===== src/rtl/keypad_pkg.sv =====
`default_nettype none
// ============================================================================
// Module      : keypad_pkg
// Description : Shared key codes, PIN-entry state encoding and key helpers.
// Revision    : 1.0 - initial release
// ============================================================================
package keypad_pkg;

  localparam logic [3:0] KEY_STAR  = 4'd15;
  localparam logic [3:0] KEY_HASH  = 4'd13;
  localparam logic [3:0] KEY_BLANK = 4'hF;

  typedef enum logic [1:0] {
    IDLE    = 2'd0,
    ENTRY   = 2'd1,
    PRESENT = 2'd2
  } pin_state_t;

  // Decimal digit keys are 0-9; everything above is a command or letter key.
  function automatic logic is_digit(input logic [3:0] code);
    return (code <= 4'd9);
  endfunction

endpackage
`default_nettype wire


===== src/rtl/inactivity_timer.sv =====
`default_nettype none
// ============================================================================
// Module      : inactivity_timer
// Description : Counts cycles while running; flags the last cycle of the
//               inactivity window so the owner can discard stale entries.
// Revision    : 1.0 - initial release
// ============================================================================
module inactivity_timer #(
  parameter int TIMEOUT_CYCLES = 5000
) (
  input  logic clk,
  input  logic reset,
  input  logic clear,
  input  logic run,
  output logic expire
);

  localparam int                 c_width = $clog2(TIMEOUT_CYCLES);
  localparam logic [c_width-1:0] c_last  = c_width'(TIMEOUT_CYCLES - 1);

  logic [c_width-1:0] r_count;
  logic               w_at_last;

  assign w_at_last = (r_count == c_last);
  // The owner leaves ENTRY (or clears) on this cycle, so the flag lasts one cycle.
  assign expire    = run && w_at_last;

  // Free-running count while enabled; parks at the last value instead of wrapping.
  always_ff @(posedge clk) begin
    if (reset) begin
      r_count <= '0;
    end else if (clear) begin
      r_count <= '0;
    end else if (run && !w_at_last) begin
      r_count <= r_count + 1'b1;
    end
  end

endmodule
`default_nettype wire


===== src/rtl/pin_entry_controller.sv =====
`default_nettype none
// ============================================================================
// Module      : pin_entry_controller
// Description : Turns keypad decoder presses into a BCD PIN, confirms it with
//               '#', clears with '*', and offers it on a valid/ready handshake.
// Revision    : 1.0 - initial release
// ============================================================================
module pin_entry_controller
  import keypad_pkg::*;
#(
  parameter int MAX_DIGITS     = 8,
  parameter int MIN_DIGITS     = 4,
  parameter int TIMEOUT_CYCLES = 5000
) (
  input  logic                               clk,
  input  logic                               reset,
  input  logic [3:0]                         tecla_value,
  input  logic                               tecla_valid,
  input  logic                               enable,
  output logic [4*MAX_DIGITS-1:0]            code_out,
  output logic [$clog2(MAX_DIGITS+1)-1:0]    digit_count,
  output logic                               code_valid,
  input  logic                               code_ready,
  output logic                               entry_active,
  output logic                               err_pulse,
  output logic                               timeout_pulse
);

  localparam int                      c_cnt_w = $clog2(MAX_DIGITS + 1);
  localparam logic [c_cnt_w-1:0]      c_max   = c_cnt_w'(MAX_DIGITS);
  localparam logic [c_cnt_w-1:0]      c_min   = c_cnt_w'(MIN_DIGITS);
  localparam logic [4*MAX_DIGITS-1:0] c_blank = {MAX_DIGITS{KEY_BLANK}};

  pin_state_t r_state;
  logic       r_tecla_valid_q;
  logic       w_key_event;
  logic       w_is_digit;
  logic       w_room;
  logic       w_timer_clear;
  logic       w_timer_run;
  logic       w_expire;

  // The decoder holds tecla_valid for the whole press, so only its rising edge is an event.
  assign w_key_event   = enable && tecla_valid && !r_tecla_valid_q;
  assign w_is_digit    = is_digit(tecla_value);
  assign w_room        = (digit_count < c_max);
  // Any digit that actually lands in the buffer restarts the inactivity window.
  assign w_timer_clear = w_key_event && w_is_digit &&
                         ((r_state == IDLE) || ((r_state == ENTRY) && w_room));
  assign w_timer_run   = (r_state == ENTRY);

  inactivity_timer #(
    .TIMEOUT_CYCLES(TIMEOUT_CYCLES)
  ) u_timer (
    .clk   (clk),
    .reset (reset),
    .clear (w_timer_clear),
    .run   (w_timer_run),
    .expire(w_expire)
  );

  // Edge-detect history; tracked regardless of enable so a press held across enable never fires.
  always_ff @(posedge clk) begin
    if (reset) r_tecla_valid_q <= 1'b0;
    else       r_tecla_valid_q <= tecla_valid;
  end

  // Entry state machine; key events take priority over the timeout on the same cycle.
  always_ff @(posedge clk) begin
    if (reset) begin
      r_state       <= IDLE;
      code_out      <= c_blank;
      digit_count   <= '0;
      code_valid    <= 1'b0;
      entry_active  <= 1'b0;
      err_pulse     <= 1'b0;
      timeout_pulse <= 1'b0;
    end else begin
      err_pulse     <= 1'b0;
      timeout_pulse <= 1'b0;
      case (r_state)
        IDLE: begin
          if (w_key_event && w_is_digit) begin
            code_out     <= {c_blank[4*MAX_DIGITS-1:4], tecla_value};
            digit_count  <= c_cnt_w'(1);
            entry_active <= 1'b1;
            r_state      <= ENTRY;
          end
        end
        ENTRY: begin
          if (w_key_event && w_is_digit && w_room) begin
            code_out    <= {code_out[4*MAX_DIGITS-5:0], tecla_value};
            digit_count <= digit_count + 1'b1;
          end else if (w_key_event && (tecla_value == KEY_HASH)) begin
            entry_active <= 1'b0;
            if (digit_count >= c_min) begin
              code_valid <= 1'b1;
              r_state    <= PRESENT;
            end else begin
              code_out    <= c_blank;
              digit_count <= '0;
              err_pulse   <= 1'b1;
              r_state     <= IDLE;
            end
          end else if (w_key_event && (tecla_value == KEY_STAR)) begin
            code_out     <= c_blank;
            digit_count  <= '0;
            entry_active <= 1'b0;
            r_state      <= IDLE;
          end else if (w_expire) begin
            code_out      <= c_blank;
            digit_count   <= '0;
            entry_active  <= 1'b0;
            timeout_pulse <= 1'b1;
            r_state       <= IDLE;
          end else if (w_key_event && w_is_digit) begin
            // Buffer full: keep the code, flag the rejected digit.
            err_pulse <= 1'b1;
          end
        end
        PRESENT: begin
          if (code_ready) begin
            code_valid  <= 1'b0;
            code_out    <= c_blank;
            digit_count <= '0;
            r_state     <= IDLE;
          end
        end
        default: begin
          r_state <= IDLE;
        end
      endcase
    end
  end

endmodule
`default_nettype wire


===== config.mk =====
export PLATFORM = sky130hd
export DESIGN_NAME = pin_entry_controller
export DESIGN_NICKNAME = d
export VERILOG_FILES = /design/src/rtl/keypad_pkg.sv /design/src/rtl/inactivity_timer.sv /design/src/rtl/pin_entry_controller.sv
export SDC_FILE = /design/constraint.sdc
export NUM_CORES = 1
export LEC_CHECK = 0
export ABC_CLOCK_PERIOD_IN_PS = 3150
export CAP_MARGIN = 20
export CORE_ASPECT_RATIO = 0.5
export CORE_MARGIN = 3
export CORE_UTILIZATION = 52
export CTS_CLUSTER_DIAMETER = 80
export DETAILED_ROUTE_END_ITERATION = 8
export HOLD_SLACK_MARGIN = 0.1
export PLACE_DENSITY = 0.83
export SYNTH_ARGS = -nofsm -noshare
export SYNTH_HDL_FRONTEND = slang
export SYNTH_SLANG_ARGS = --single-unit

===== constraint.sdc =====
create_clock -name clk -period 3.15 [get_ports clk]
set_input_delay 0.4725 -clock clk [delete_from_list [all_inputs] [get_ports clk]]
set_output_delay 0.4725 -clock clk [all_outputs]
set_load 0.01 [all_outputs]

* After elaboration in Yosys (flattened, before gate mapping)
Cells that the tools add are included.
Storage, ports and cells: register bits after elaboration 56
Cells by class: muxes and demuxes 41, $lt $le $gt $ge 3, bitwise logic cells 1, eq/ne operators 13, $add $sub $neg 2, reductions and logical operators 24
Operators by type and width (count):
- $mux 32 | 7
- $pmux 32 s3 | 1
- $mux 4 | 7
- $mux 1 | 15
- $mux 2 | 7
- $add 13x1->13 const B | 1
- $eq 13x13->1 const B | 1
- $pmux 4 s3 | 1
- $logic_and 1x1->1 | 10
- $reduce_and 5->1 | 2
- $eq 4x4->1 const B | 2
- $ne 2x2->1 const B | 4
- $ne 4x4->1 const B | 2
- $reduce_and 4->1 | 2
- $pmux 2 s3 | 1
- $ne 5x5->1 const B | 1
- $reduce_or 5->1 | 1
- $add 4x1->4 const B | 1
- $ge 4x3->1 const B | 1
- $le 4x4->1 const B | 1
- $lt 4x4->1 const B | 1
- $pmux 1 s2 | 2
- $reduce_bool 2->1 | 2
- $reduce_bool 3->1 | 1
- 9 further kinds | 10

* Logic depth before layout (Yosys ltp)
Gate-level depths: netlist of the first run.
word-level depth 7, gate-level depth with buffers 9, gate-level depth less buffers 7

* Modules after synthesis
Synthesis of the first run repeated with hierarchy kept, for this count alone.
Unflattened totals: cells, all modules 342, area total of the unflattened synthesis 2846.5 um^2
By module, submodules not included:
- pin_entry_controller | seq. area each 860.8 um^2, cells each 261, area an instance 2153.3 um^2, times used 1
- inactivity_timer | seq. area each 260.2 um^2, cells each 81, area an instance 693.2 um^2, times used 1

* Worst setup path after synthesis of the first run
Ideal clock, no wire load.
path type in2reg, start point input port tecla_value[1], end point register code_out[0], buffers on the path 2, arrival 2157 ps, setup slack 873 ps, setup time 120 ps, cell stages on the path 7, path through o21a_1 > o21a_1 > or4_4 > or2_1 > buf_6 > buf_6 > a211o_1
On the way: longest elaborated chain between the ends 6
RTL lines:
- start: declaration | line pin_entry_controller.sv:17 | input logic [3:0] tecla_value,
- parallel branches: the longest is 6 deep, another holds $le 4x4->1
- end signal: assignment | line pin_entry_controller.sv:84 | code_out <= {c_blank[4*MAX_DIGITS-1:4], tecla_value};
- end signal: assignment | line pin_entry_controller.sv:92 | code_out <= {code_out[4*MAX_DIGITS-5:0], tecla_value};
- end signal: assignment | line pin_entry_controller.sv:106 | code_out <= c_blank;
- end: declaration | line pin_entry_controller.sv:20 | output logic [4*MAX_DIGITS-1:0] code_out,
Several ways; the timed one is not identified. A chain may end at the register's enable or synchronous reset.

* Worst setup path in the final report of the first run
start point input port tecla_value[1], end point register digit_count[1]
On the way: longest elaborated chain between the ends 6
RTL lines:
- parallel branches: the longest is 6 deep, another holds $le 4x4->1
- end signal: assignment | line pin_entry_controller.sv:85 | digit_count <= c_cnt_w'(1);
- end signal: assignment | line pin_entry_controller.sv:93 | digit_count <= digit_count + 1'b1;
- end: declaration | line pin_entry_controller.sv:21 | output logic [$clog2(MAX_DIGITS+1)-1:0] digit_count,
Several ways; the timed one is not identified.

==> results by stage, run 1 <==
Status:
- The flow ran to the end, and the final reports show no timing, DRC or antenna violations.

Clock tree:
- The largest buffer count on any clock path is 2.
- The clock net in this run drives a total of 56 sinks.
- The count of instances resized after the clock tree is built is 0.
- TritonCTS built the clock tree.
- After clock tree synthesis, the clock-pin slew on the worst setup and hold paths is 0.10 ns.
- The post-CTS setup-driven buffer insertion count is 0.
- The worst-skew pair later-pin latency is 0.33 ns.
- The clock buffer count from CTS is 5.
- The number of hold-repair buffers added at the cts stage is 0.
- The number of levels in the clock H-tree is 2.
- The root buffer cell is sky130_fd_sc_hd__clkbuf_8.

Drt:
- In the routed design, unresolved DRC markers number 0.
- In the final routed layout, each cell accounts on average for 15.8 µm.
- Across all layers, the routed design uses 2,378 vias.
- The count of nets left with antenna violations once routing finished came out at 0.
- Wires add up to 6350 µm.
- The first routing iteration left 188 violations.
- The first-pass iteration count of the detailed router is 4.
- The per-cell via count in the routed design is 5.92.

Critical path:
- The critical path class is in2reg.
- The biggest fanout along the worst timing path is 16.
- Data arrives at the worst endpoint at 2.85 ns.
- The worst setup path is captured at a flip-flop.
- The startpoint type of the worst setup path is an input port.
- STA puts the critical path data required time at 3.42 ns.

Global routing:
- The final global-route overflow total is 0.
- The global-route met3 utilization is 0.0545.
- The first global-routing pass estimated 10,600 µm of wire.
- The pin count of the biggest net entering global routing is 39.
- The layer flagged by global routing as most heavily used is met2.
- The number of antenna violations at the first check in global routing is 0.
- The via count of the first global-routing pass is 2,279.
- For this run, global-route usage on met1 was measured as 0.288.
- For this run, global-route usage on met2 was measured as 0.343.
- The aggregate global-route resource usage is 0.220.

Placed design:
- In this run, placement finished with an instance count of 394.
- In this run the tool buffered the top-level ports with 48 buffer cells.
- The global placement routability congestion is 0.887.
- The final HPWL from detailed placement is 4300 µm.

Pwr:
- The final total power is 1930 µW.
- For this design the ratio of total power to cell area is 604 nW/µm².
- The leakage power summed over all cells is 0.00119 µW.
- IR analysis of the VDD net gives a maximum drop of 0.313 mV.

Yosys:
- The cell area that synthesis handed to floorplanning was 2610 µm².
- The average size of a mapped cell is 8.85 µm².
- After synthesis, the share of flip-flops with an asynchronous set or reset is 0.
- When the netlist entered floorplanning its net count stood at 310.
- The share of the Yosys chip area taken by registers is 0.429.
- The number of distinct library cell variants in the gate-level netlist after synthesis is 41.
- The gate count after technology mapping is 295.
- Yosys printed 0 warnings.
- Counting flops with a built-in enable in the synthesized netlist gives 0.
- The count of state elements after synthesis is 56.
- For this run, the leading register cell type out of synthesis is sky130_fd_sc_hd__dfxtp_1.

Finish:
- The share of cells above drive strength 1 is 0.0595.
- The layout net count is 350.
- The number of diodes added for antenna fixing is 0.
- Compared with the post-synthesis result, the final layout area differs by 22.6%.
- The final non-filler cell total is 402.
- Summing all flip-flop and latch instances after layout gives 1120 µm².
- The layout has 395 filler cells.
- The total area of multi-input combinational cells is 1340 µm².
- In the layout the commonest cells are sky130_fd_sc_hd__dfxtp_1, sky130_fd_sc_hd__clkdlybuf4s50_1, sky130_fd_sc_hd__o21ai_0, sky130_fd_sc_hd__nor3_1, sky130_fd_sc_hd__a211o_1.
- Measured on the finished design, the core utilization comes to 0.694.
- The library cell used most frequently in the layout, excluding fill and tap cells, is sky130_fd_sc_hd__dfxtp_1.

STA:
- The count of final max-slew check failures came to 0.
- Adding up every negative setup slack in the final design gives 0 ns.
- The setup skew after layout is 0.0159 ns.
- The part of the cycle the worst path needs is 0.819.
- The worst pin sits at a relative slew slack of 0.438.
- Static timing analysis puts the maximum clock frequency at 0.387 GHz.
- Setup violations remaining at the end of the flow were counted as 0.
- The number of hold violations in the final report came to 0.
- Setup repair after global routing left no endpoint under its margin.
- The minimum clock period after layout is 2.58 ns.
- The worst-margin pin slew is 0.841 ns.

Floorplanning:
- The placeable core region is 4620 µm².
- The overall die width is 106 µm.
- The vertical extent of the die is 56.1 µm.
- Row generation in the floorplan step produced 17 rows.
- The initial core utilization is 0.566.
- Pin placement for this block handled 49 I/O pins.
- The die covers 5960 µm².

Hold path:
- The type of the worst min-delay path is reg2reg.

Run:
- Across the run, the number of max-cap violations was 0.
-- flip-flops by register name, indices dropped and copies added (netlist names) --
name             flops
code_out            32
u_timer.r_count     13
digit_count          4
r_state              2
code_valid           1
entry_active         1
err_pulse            1
r_tecla_valid_q      1
timeout_pulse        1
-- final timing paths --
path / from / end / slack (ns) / depth (start not counted)
min reg2reg: code_out[31] / code_out[31] / 0.47 / 1
max reg2reg: r_state[1] / code_out[3] / 0.72 / 9
min: code_out[31] / code_out[31] / 0.47 / 1
max: tecla_value[1] / digit_count[1] / 0.57 / 7
-- Yosys cell counts, types with 5 or more instances --
| master | count | area, µm² |
|---|---|---|
| sky130_fd_sc_hd__inv_1 | 8 | 30.0 |
| sky130_fd_sc_hd__nand3_1 | 5 | 25.0 |
| sky130_fd_sc_hd__nand2_1 | 8 | 30.0 |
| sky130_fd_sc_hd__ha_1 | 6 | 75.1 |
| sky130_fd_sc_hd__buf_2 | 6 | 30.0 |
| sky130_fd_sc_hd__a211o_1 | 33 | 289 |
| sky130_fd_sc_hd__nand4_1 | 6 | 37.5 |
| sky130_fd_sc_hd__o21ai_0 | 36 | 180 |
| sky130_fd_sc_hd__nor2_1 | 25 | 93.8 |
| sky130_fd_sc_hd__xor2_1 | 11 | 96.3 |
| sky130_fd_sc_hd__dfxtp_1 | 56 | 1120 |
| sky130_fd_sc_hd__nor3_1 | 34 | 170 |
| sky130_fd_sc_hd__clkbuf_1 | 13 | 48.8 |
-- logic make-up after synthesis --
family,after synthesis,share of synthesized area
AOI/OAI and AO/OA,83,0.219
xor gates and xnor gates,12,0.0402
adders and majority gates,6,0.0287
buffers and inverters,31,0.0589
DFF,56,0.429
muxes,4,0.0153
and+or+nand+nor,103,0.208
-- worst max-delay path, stage by stage --
cell and delay [ns]:
sky130_fd_sc_hd__clkdlybuf4s50_1 0.50, sky130_fd_sc_hd__o21a_1 0.27, sky130_fd_sc_hd__o21a_1 0.22, sky130_fd_sc_hd__or4_4 0.52, sky130_fd_sc_hd__buf_4 0.21, sky130_fd_sc_hd__or4_1 0.52
sky130_fd_sc_hd__a21oi_1 0.14
-- routing by layer --
layer / vias to the layer above / wire [µm] / part of all wire
li1: 1160 / - / -
met2: 64 / 2940 / 0.46
met1: 1142 / 3020 / 0.48
met3: 12 / 277 / 0.044
met4: 0 / 102 / 0.016
met5: - / 0 / 0
-- per-stage QoR --
stage,worst slack (ns),area [µm²],hold slack (ns)
global route,0.532,3200,0.505
CTS,0.607,3200,0.476
global placement,0.308,3120,0.445
detailed placement,0.255,3120,0.452
finish,0.569,3200,0.473
floorplan,0.873,2610,0.471
-- cell type report --
| class | instances | area share |
|---|---|---|
| flip-flops and latches | 56 | 0.350 |
| repair buffers | 56 | 0.169 |
| well taps | 66 | 0.0258 |
| multi-input cells | 208 | 0.419 |
| clock inverters | 2 | 0.00430 |
| clock buffers | 6 | 0.0227 |
| inverters | 8 | 0.00938 |
-- where the power goes --
part | total (µW) | internal [µW] | switching [µW]
clock network | 399 | 159 | 240
logic | 658 | 326 | 332
registers | 877 | 805 | 72.3
total | 1930 | 1290 | 645
(Power assumes the default switching activity.)
==> inputs of run 2 (changes only) <==
--- a/config.mk
+++ b/config.mk
@@ -5,15 +5,15 @@
 export SDC_FILE = /design/constraint.sdc
 export NUM_CORES = 1
 export LEC_CHECK = 0
-export ABC_CLOCK_PERIOD_IN_PS = 3150
+export ABC_CLOCK_PERIOD_IN_PS = 2300
 export CAP_MARGIN = 20
 export CORE_ASPECT_RATIO = 0.5
 export CORE_MARGIN = 3
-export CORE_UTILIZATION = 52
+export CORE_UTILIZATION = 47
 export CTS_CLUSTER_DIAMETER = 80
 export DETAILED_ROUTE_END_ITERATION = 8
 export HOLD_SLACK_MARGIN = 0.1
-export PLACE_DENSITY = 0.83
+export PLACE_DENSITY = 0.79
 export SYNTH_ARGS = -nofsm -noshare
 export SYNTH_HDL_FRONTEND = slang
 export SYNTH_SLANG_ARGS = --single-unit
==> constraint.sdc (replaced) <==
create_clock -name clk -period 2.3 [get_ports clk]
set_input_delay 0.345 -clock clk [delete_from_list [all_inputs] [get_ports clk]]
set_output_delay 0.345 -clock clk [all_outputs]
set_load 0.01 [all_outputs]
==> results by stage, run 2 (synthesis results as in run 1) <==
Floorplanning:
- The placeable core region is 5130 µm² (was 4620 µm²).
- The total die area came to 6540 µm² (was 5960 µm²).
- The vertical extent of the die came to 58.7 µm (was 56.1 µm).
- The initial core utilization is 0.509 (was 0.566).
- The number of placement rows is 18 (was 17).
- The number of top-level pins was 49 (unchanged).
- The overall die width is 111 µm (was 106 µm).

Global routing:
- The aggregate global-route resource usage is 0.199 (was 0.220).
- The pin count of the biggest net entering global routing was 44 (was 39).
- The via count of the first global-routing pass is 2,258 (was 2,279).
- The number of antenna violations at the first check in global routing is 0 (unchanged).
- The final global-route overflow total came to 0 (unchanged).
- The global-route met3 utilization is 0.0400 (was 0.0545).
- The first-pass GRT wire length was 10,700 µm (was 10,600 µm).
- The most used routing layer in global routing is met2 (unchanged).
- The global-route met2 utilization is 0.333 (was 0.343).
- The routing usage on met1 is 0.267 (was 0.288).

Drt:
- The per-cell via count in the routed design was 5.68 (was 5.92).
- The via count is 2,426 (was 2,378).
- The first-pass iteration count of the detailed router came to 4 (unchanged).
- The first-iteration detailed-routing DRC count was 197 (was 188).
- The residual DRC count is 0 (unchanged).
- The average wire per cell in the routed design is 14.7 µm (was 15.8 µm).
- The residual antenna-violating net count after detailed routing is 0 (unchanged).
- The overall routed net length was 6300 µm (was 6350 µm).

Critical path:
- The biggest fanout along the worst timing path was 5 (was 16).
- The terminus of the critical flop-to-flop path is digit_count[1] (was code_out[3]).
- The worst-case reg-to-reg path depth is 8 (was 9).
- The setup slack of the most critical reg-to-reg path is 0.10 ns (was 0.72 ns).
- The data arrival time of the critical path is 2.52 ns (was 2.85 ns).
- The worst path required time is 2.54 ns (was 3.42 ns).
- The startpoint type of the worst setup path is an input port (unchanged).
- The destination of the critical timing path is digit_count[1] (unchanged).
- The cell repeated most along the worst path is sky130_fd_sc_hd__o21a_1 (unchanged).
- The launch point of the critical path is tecla_value[2] (was tecla_value[1]).
- The slowest cell on the critical path is sky130_fd_sc_hd__or4_4 (unchanged).
- The critical path class is in2reg (unchanged).
- The endpoint class of the critical path is a flip-flop (unchanged).
- Crit-path cells: clkdlybuf4s50_1, o21a_1, o21a_1, or4_4, buf_4, or4_1, a21oi_1 (unchanged).
- The largest incremental delay on the critical path is 0.51 ns (was 0.52 ns).
- The launch instance of the worst register-to-register path is r_state[0] (was r_state[1]).

Clock tree:
- The clock transition at the register clock pins on the worst setup and hold paths after CTS is 0.10 ns (about the same).
- The number of levels in the clock H-tree is 2 (unchanged).
- The post-CTS setup-driven buffer insertion count is 0 (unchanged).
- The root buffer cell is sky130_fd_sc_hd__clkbuf_8 (unchanged).
- The clock buffer count from CTS is 5 (unchanged).
- The largest buffer count on any clock path is 2 (unchanged).
- The TritonCTS clock tree is yes (unchanged).
- The worst-skew pair later-pin latency is 0.31 ns (was 0.33 ns).
- The number of clock sinks is 56 (unchanged).

STA:
- The count of final max-slew check failures is 0 (unchanged).
- The worst-margin pin slew came to 0.432 ns (was 0.841 ns).
- Timing would allow up to 0.439 GHz.
- Dividing the final minimum period by the clock period gives 0.990.
- Unrepaired setup endpoints after global routing: yes (was no).
- The minimum clock period after layout is 2.28 ns.
- The number of endpoints failing setup at the final stage is 0 (unchanged).
- The number of hold violations in the final report was 0 (unchanged).
- The worst relative slew slack was 0.709 (was 0.438).
- The final worst hold slack is 0.322 ns (was 0.473 ns).
- The minimum setup slack in the final design is 0.0235 ns (was 0.569 ns).
- The accumulated negative setup slack was 0 ns (unchanged).
- The setup skew after layout is 0.00663 ns (was 0.0159 ns).

Pwr:
- The leakage power summed over all cells is 0.00131 µW (was 0.00119 µW).
- The peak supply drop is 0.438 mV (was 0.313 mV).
- The power density over cell area came to 800 nW/µm² (was 604 nW/µm²).

Finish:
- The utilization after layout was 0.664 (was 0.694).
- The register with the most flip-flops is code_out (unchanged).
- The post-synthesis to final-layout area growth is 30.7% (was 22.6%).
- The layout net count is 371 (was 350).
- Most frequent cells in the layout: sky130_fd_sc_hd__dfxtp_1, sky130_fd_sc_hd__clkdlybuf4s50_1, sky130_fd_sc_hd__o21ai_0, sky130_fd_sc_hd__nor3_1, sky130_fd_sc_hd__a211o_1 (unchanged).
- The final non-filler cell area came to 3410 µm² (was 3200 µm²).
- The total area of multi-input combinational cells is 1340 µm² (about the same).
- Registers with the most flip-flops: code_out x32, u_timer.r_count x13, digit_count x4 (unchanged).
- The share of cells above drive strength 1 was 0.126 (was 0.0595).
- The sequential cell area is 1120 µm² (about the same).
- The number of flip-flops in the largest register is 32 (unchanged).
- The number of diodes added for antenna fixing is 0 (unchanged).
- The most frequent standard cell in the layout excluding fill and tap cells is sky130_fd_sc_hd__dfxtp_1 (unchanged).
- The fill cell instance count of the final layout is 451 (was 395).

Placed design:
- The global placement routability congestion is 0.873 (was 0.887).
- The number of buffers added on ports came to 48 (unchanged).
- The standard cell area after detailed placement was 3320 µm² (was 3120 µm²).
- The worst-case setup slack after placement is -0.285 ns (was 0.255 ns).
- The final HPWL from detailed placement was 4420 µm (was 4300 µm).

Run:
- The number of maximum-capacitance violations is 0 (unchanged).

Hold path:
- The type of the worst min-delay path is in2reg (was reg2reg).
- The cell depth of the worst hold path is 2 (was 1).

Status:
- Status: complete, no violations (unchanged).
## run 2: changes by cell type in the layout (fill, tap and decap cells not counted), sizes merged
cell,change
buf,+21
clkdlybuf4s50,-1
clkinvlp,+1
dlymetal6s2s,+1
clkbuf,-1
## run 2: worst min path at each step
stage / start / slack [ns] / to
2_1_floorplan: u_timer.r_count[12] / 0.47 / u_timer.r_count[12]
3_3_place_gp: code_out[29] / 0.45 / code_out[29]
3_5_place_dp: code_out[31] / 0.46 / code_out[31]
4_1_cts: code_out[28] / 0.48 / code_out[28]
5_1_grt: tecla_valid / 0.33 / r_tecla_valid_q
6_report: tecla_valid / 0.32 / r_tecla_valid_q
## run 2: metal layers
layer / up-vias / wire, µm
li1: 1206 / -
met5: - / 0
met1: 1162 / 3020
met4: 0 / 40
met3: 2 / 261
met2: 56 / 2980
## run 2: stage by stage
step	cells	total power, µW
5_1_grt	427	2900
3_3_place_gp	419	2170
6_report	427	2730
2_1_floorplan	295	1760
3_5_place_dp	419	2190
4_1_cts	427	2750
## run 2: critical path, delay by kind of cell
family	cells	cell delay, ns
buf+inv	2	0.61
compound gates	3	0.54
simple gates	2	1.01
## run 2: cell type report
cell class / count / area share
well taps: 70 / 0.0257
clock buffers: 5 / 0.0202
clock inverters: 3 / 0.00623
repair buffers: 77 / 0.216
multi-input cells: 208 / 0.394
flip-flops and latches: 56 / 0.329
inverters: 8 / 0.00880
## run 2: what timing repair did
action / CTS / global route
hold buffers: 0 / 0
gates resized for setup: 1 / 3
pin swaps: 0 / 1
endpoints found under the setup margin: 1 / 32
cloned: 0 / 0
## run 2: power breakdown
group	switching (µW)	internal [µW]	leakage [µW]	total [µW]
Clock	333	217	0.0000445	550
Combinational	460	514	0.000810	973
Sequential	102	1100	0.000459	1210
==> inputs of run 3 (changes only) <==
--- a/config.mk
+++ b/config.mk
@@ -7,13 +7,15 @@
 export LEC_CHECK = 0
 export ABC_CLOCK_PERIOD_IN_PS = 2300
 export CAP_MARGIN = 20
-export CORE_ASPECT_RATIO = 0.5
+export CELL_PAD_IN_SITES_DETAIL_PLACEMENT = 1
+export CELL_PAD_IN_SITES_GLOBAL_PLACEMENT = 1
+export CORE_ASPECT_RATIO = 0.6
 export CORE_MARGIN = 3
-export CORE_UTILIZATION = 47
+export CORE_UTILIZATION = 35
 export CTS_CLUSTER_DIAMETER = 80
 export DETAILED_ROUTE_END_ITERATION = 8
 export HOLD_SLACK_MARGIN = 0.1
-export PLACE_DENSITY = 0.79
+export PLACE_DENSITY = 0.78
 export SYNTH_ARGS = -nofsm -noshare
 export SYNTH_HDL_FRONTEND = slang
 export SYNTH_SLANG_ARGS = --single-unit
==> results by stage, run 3 (synthesis results as in run 1) <==
Clock tree:
- The TritonCTS clock tree is yes (unchanged).
- The root buffer cell is sky130_fd_sc_hd__clkbuf_16 (was sky130_fd_sc_hd__clkbuf_8).
- The number of hold-repair buffers added at the cts stage is 0 (unchanged).
- The clock transition at the register clock pins on the worst setup and hold paths after CTS is 0.08 ns (was 0.10 ns).
- The worst-skew pair later-pin latency is 0.30 ns (was 0.31 ns).
- The clock buffer count from CTS is 5 (unchanged).
- The number of levels in the clock H-tree was 2 (unchanged).
- The largest buffer count on any clock path came to 2 (unchanged).
- The number of clock sinks came to 56 (unchanged).

Pwr:
- The peak supply drop is 0.458 mV (was 0.438 mV).
- The power density over cell area is 870 nW/µm² (was 800 nW/µm²).
- The final total power is 3200 µW (was 2730 µW).
- The leakage power summed over all cells was 0.00145 µW (was 0.00131 µW).

Finish:
- The layout net count is 381 (was 371).
- The number of flip-flops in the largest register is 32 (unchanged).
- The utilization after layout came to 0.530 (was 0.664).
- The final non-filler cell area was 3680 µm² (was 3410 µm²).
- The share of cells above drive strength 1 was 0.153 (was 0.126).
- The most frequent standard cell in the layout excluding fill and tap cells is sky130_fd_sc_hd__dfxtp_1 (unchanged).
- The number of diodes added for antenna fixing was 0 (unchanged).
- The fill cell instance count of the final layout came to 802 (was 451).
- Registers with the most flip-flops: code_out x32, u_timer.r_count x13, digit_count x4 (unchanged).
- The register with the most flip-flops is code_out (unchanged).
- The post-synthesis to final-layout area growth is 40.8% (was 30.7%).
- Most frequent cells in the layout: sky130_fd_sc_hd__dfxtp_1, sky130_fd_sc_hd__clkdlybuf4s50_1, sky130_fd_sc_hd__nor3_1, sky130_fd_sc_hd__o21ai_0, sky130_fd_sc_hd__a211o_1 (was sky130_fd_sc_hd__dfxtp_1, sky130_fd_sc_hd__clkdlybuf4s50_1, sky130_fd_sc_hd__o21ai_0, sky130_fd_sc_hd__nor3_1, sky130_fd_sc_hd__a211o_1).

Floorplanning:
- The number of top-level pins was 49 (unchanged).
- The overall die width is 118 µm (was 111 µm).
- The vertical extent of the die came to 72.9 µm (was 58.7 µm).
- The placeable core region is 6940 µm² (was 5130 µm²).
- The total die area was 8570 µm² (was 6540 µm²).
- The initial core utilization came to 0.377 (was 0.509).
- The number of placement rows is 23 (was 18).

Critical path:
- The slowest cell on the critical path was sky130_fd_sc_hd__or4_4 (unchanged).
- The worst path required time is 2.49 ns (was 2.54 ns).
- The endpoint class of the critical path is a flip-flop (unchanged).
- The largest incremental delay on the critical path is 0.56 ns (was 0.51 ns).
- Crit-path cells: clkdlybuf4s50_1, nand3b_2, o21a_1, or4_4, or2_4, clkbuf_16, a211o_1 (was clkdlybuf4s50_1, o21a_1, o21a_1, or4_4, buf_4, or4_1, a21oi_1).
- The critical path class is in2reg (unchanged).
- The launch instance of the worst register-to-register path is r_state[1] (was r_state[0]).
- The startpoint type of the worst setup path is an input port (unchanged).
- The launch point of the critical path is tecla_valid (was tecla_value[2]).
- The data arrival time of the critical path is 2.49 ns (was 2.52 ns).
- The biggest fanout along the worst timing path is 16 (was 5).

STA:
- The minimum clock period after layout is 2.30 ns (was 2.28 ns).
- The number of endpoints failing setup at the final stage is 0 (unchanged).
- The setup skew after layout is 0.00991 ns (was 0.00663 ns).
- The worst-margin pin slew is 0.466 ns (was 0.432 ns).
- The upper clock frequency limit came to 0.435 GHz (was 0.439 GHz).
- The number of hold violations in the final report is 0 (unchanged).
- The final worst hold slack is 0.474 ns (was 0.322 ns).
- The count of final max-slew check failures is 0 (unchanged).
- The worst relative slew slack was 0.681 (was 0.709).
- The part of the cycle the worst path needs was 1.00 (was 0.990).

Drt:
- The per-cell via count in the routed design is 5.43 (was 5.68).
- The first-pass iteration count of the detailed router came to 4 (unchanged).
- The residual antenna-violating net count after detailed routing is 0 (unchanged).
- The average wire per cell in the routed design was 17.7 µm (was 14.7 µm).
- The first-iteration detailed-routing DRC count is 215 (was 197).
- The residual DRC count was 0 (unchanged).
- The overall routed net length is 8260 µm (was 6300 µm).
- The via count was 2,537 (was 2,426).

Global routing:
- The global-route met3 utilization came to 0.0457 (was 0.0400).
- The pin count of the biggest net entering global routing came to 44 (unchanged).
- The final global-route overflow total is 0 (unchanged).
- The number of antenna violations at the first check in global routing is 0 (unchanged).
- The aggregate global-route resource usage was 0.186 (was 0.199).
- The global-route met2 utilization came to 0.266 (was 0.333).
- The routing usage on met1 is 0.275 (was 0.267).
- The first-pass GRT wire length is 12,900 µm (was 10,700 µm).
- The via count of the first global-routing pass is 2,483 (was 2,258).
- The most used routing layer in global routing is met1 (was met2).

Hold path:
- The type of the worst min-delay path is reg2reg (was in2reg).
- The launch point of the worst hold path is code_out[29] (was tecla_valid).

Run:
- The number of maximum-capacitance violations is 0 (unchanged).

Placed design:
- The standard cell area after detailed placement is 3430 µm² (was 3320 µm²).
- The final HPWL from detailed placement is 5630 µm (was 4420 µm).
- The global placement routability congestion is 0.837 (was 0.873).
- The number of buffers added on ports was 48 (unchanged).

Status:
- Status: complete, no violations (unchanged).
## run 3: changes by cell type in the layout (fill, tap and decap cells not counted), sizes merged
| cell | delta |
|---|---|
| buf | +9 |
| bufinv | +1 |
| clkbuf | +2 |
| clkdlybuf4s50 | -2 |
| clkinvlp | -1 |
| dlymetal6s2s | +2 |
| inv | -1 |
## run 3: layout make-up
cell class	count	area, µm²	share of cell area
inverters	8	30.0	0.00817
clock buffers	6	139	0.0378
multi-input cells	208	1360	0.369
flip-flops and latches	56	1120	0.305
clock inverters	2	38.8	0.0106
well taps	100	125	0.0340
repair buffers	87	865	0.235
## run 3: through the flow
| step | setup TNS (ns) | worst slack [ns] | std cells |
|---|---|---|---|
| final | 0 | 0.000382 | 467 |
| after global placement | -9.43 | -0.278 | 456 |
| after floorplan | 0 | 0.0371 | 295 |
| after CTS | 0 | 0.00175 | 464 |
| after detailed placement | -10.54 | -0.314 | 456 |
| after global routing | -0.125 | -0.0269 | 467 |
## run 3: worst paths after layout
kind / end / slack [ns] / cells past startpoint
worst min-delay path: code_out[29] / 0.47 / 1
worst min register to register: code_out[29] / 0.47 / 1
worst max register to register: code_out[8] / 0.08 / 7
worst max-delay path: code_out[8] / 0.0004 / 7
## run 3: repair_timing
action / 4_1_cts / 5_1_grt
setup buffers: 0 / 2
gates resized for setup: 1 / 9
cloned: 0 / 1
endpoints found under the setup margin: 1 / 36
pin swaps: 0 / 5
## run 3: metal layers
metal  part of all wire  up-vias
met1               0.51     1237
met5                  0        -
met3              0.056       13
met2               0.42       62
li1                   -     1225
met4              0.016        0
## run 3: power by group
group	switching (µW)	internal (µW)	total (µW)
logic	521	562	1080
registers	107	1100	1210
clock network	359	546	905
## run 3: critical path, delay by kind of cell
kind,cells,cell delay [ns]
buffers and inverters,2,0.70
AO/OA/AOI/OAI,2,0.50
AND/OR/NAND/NOR,3,0.95
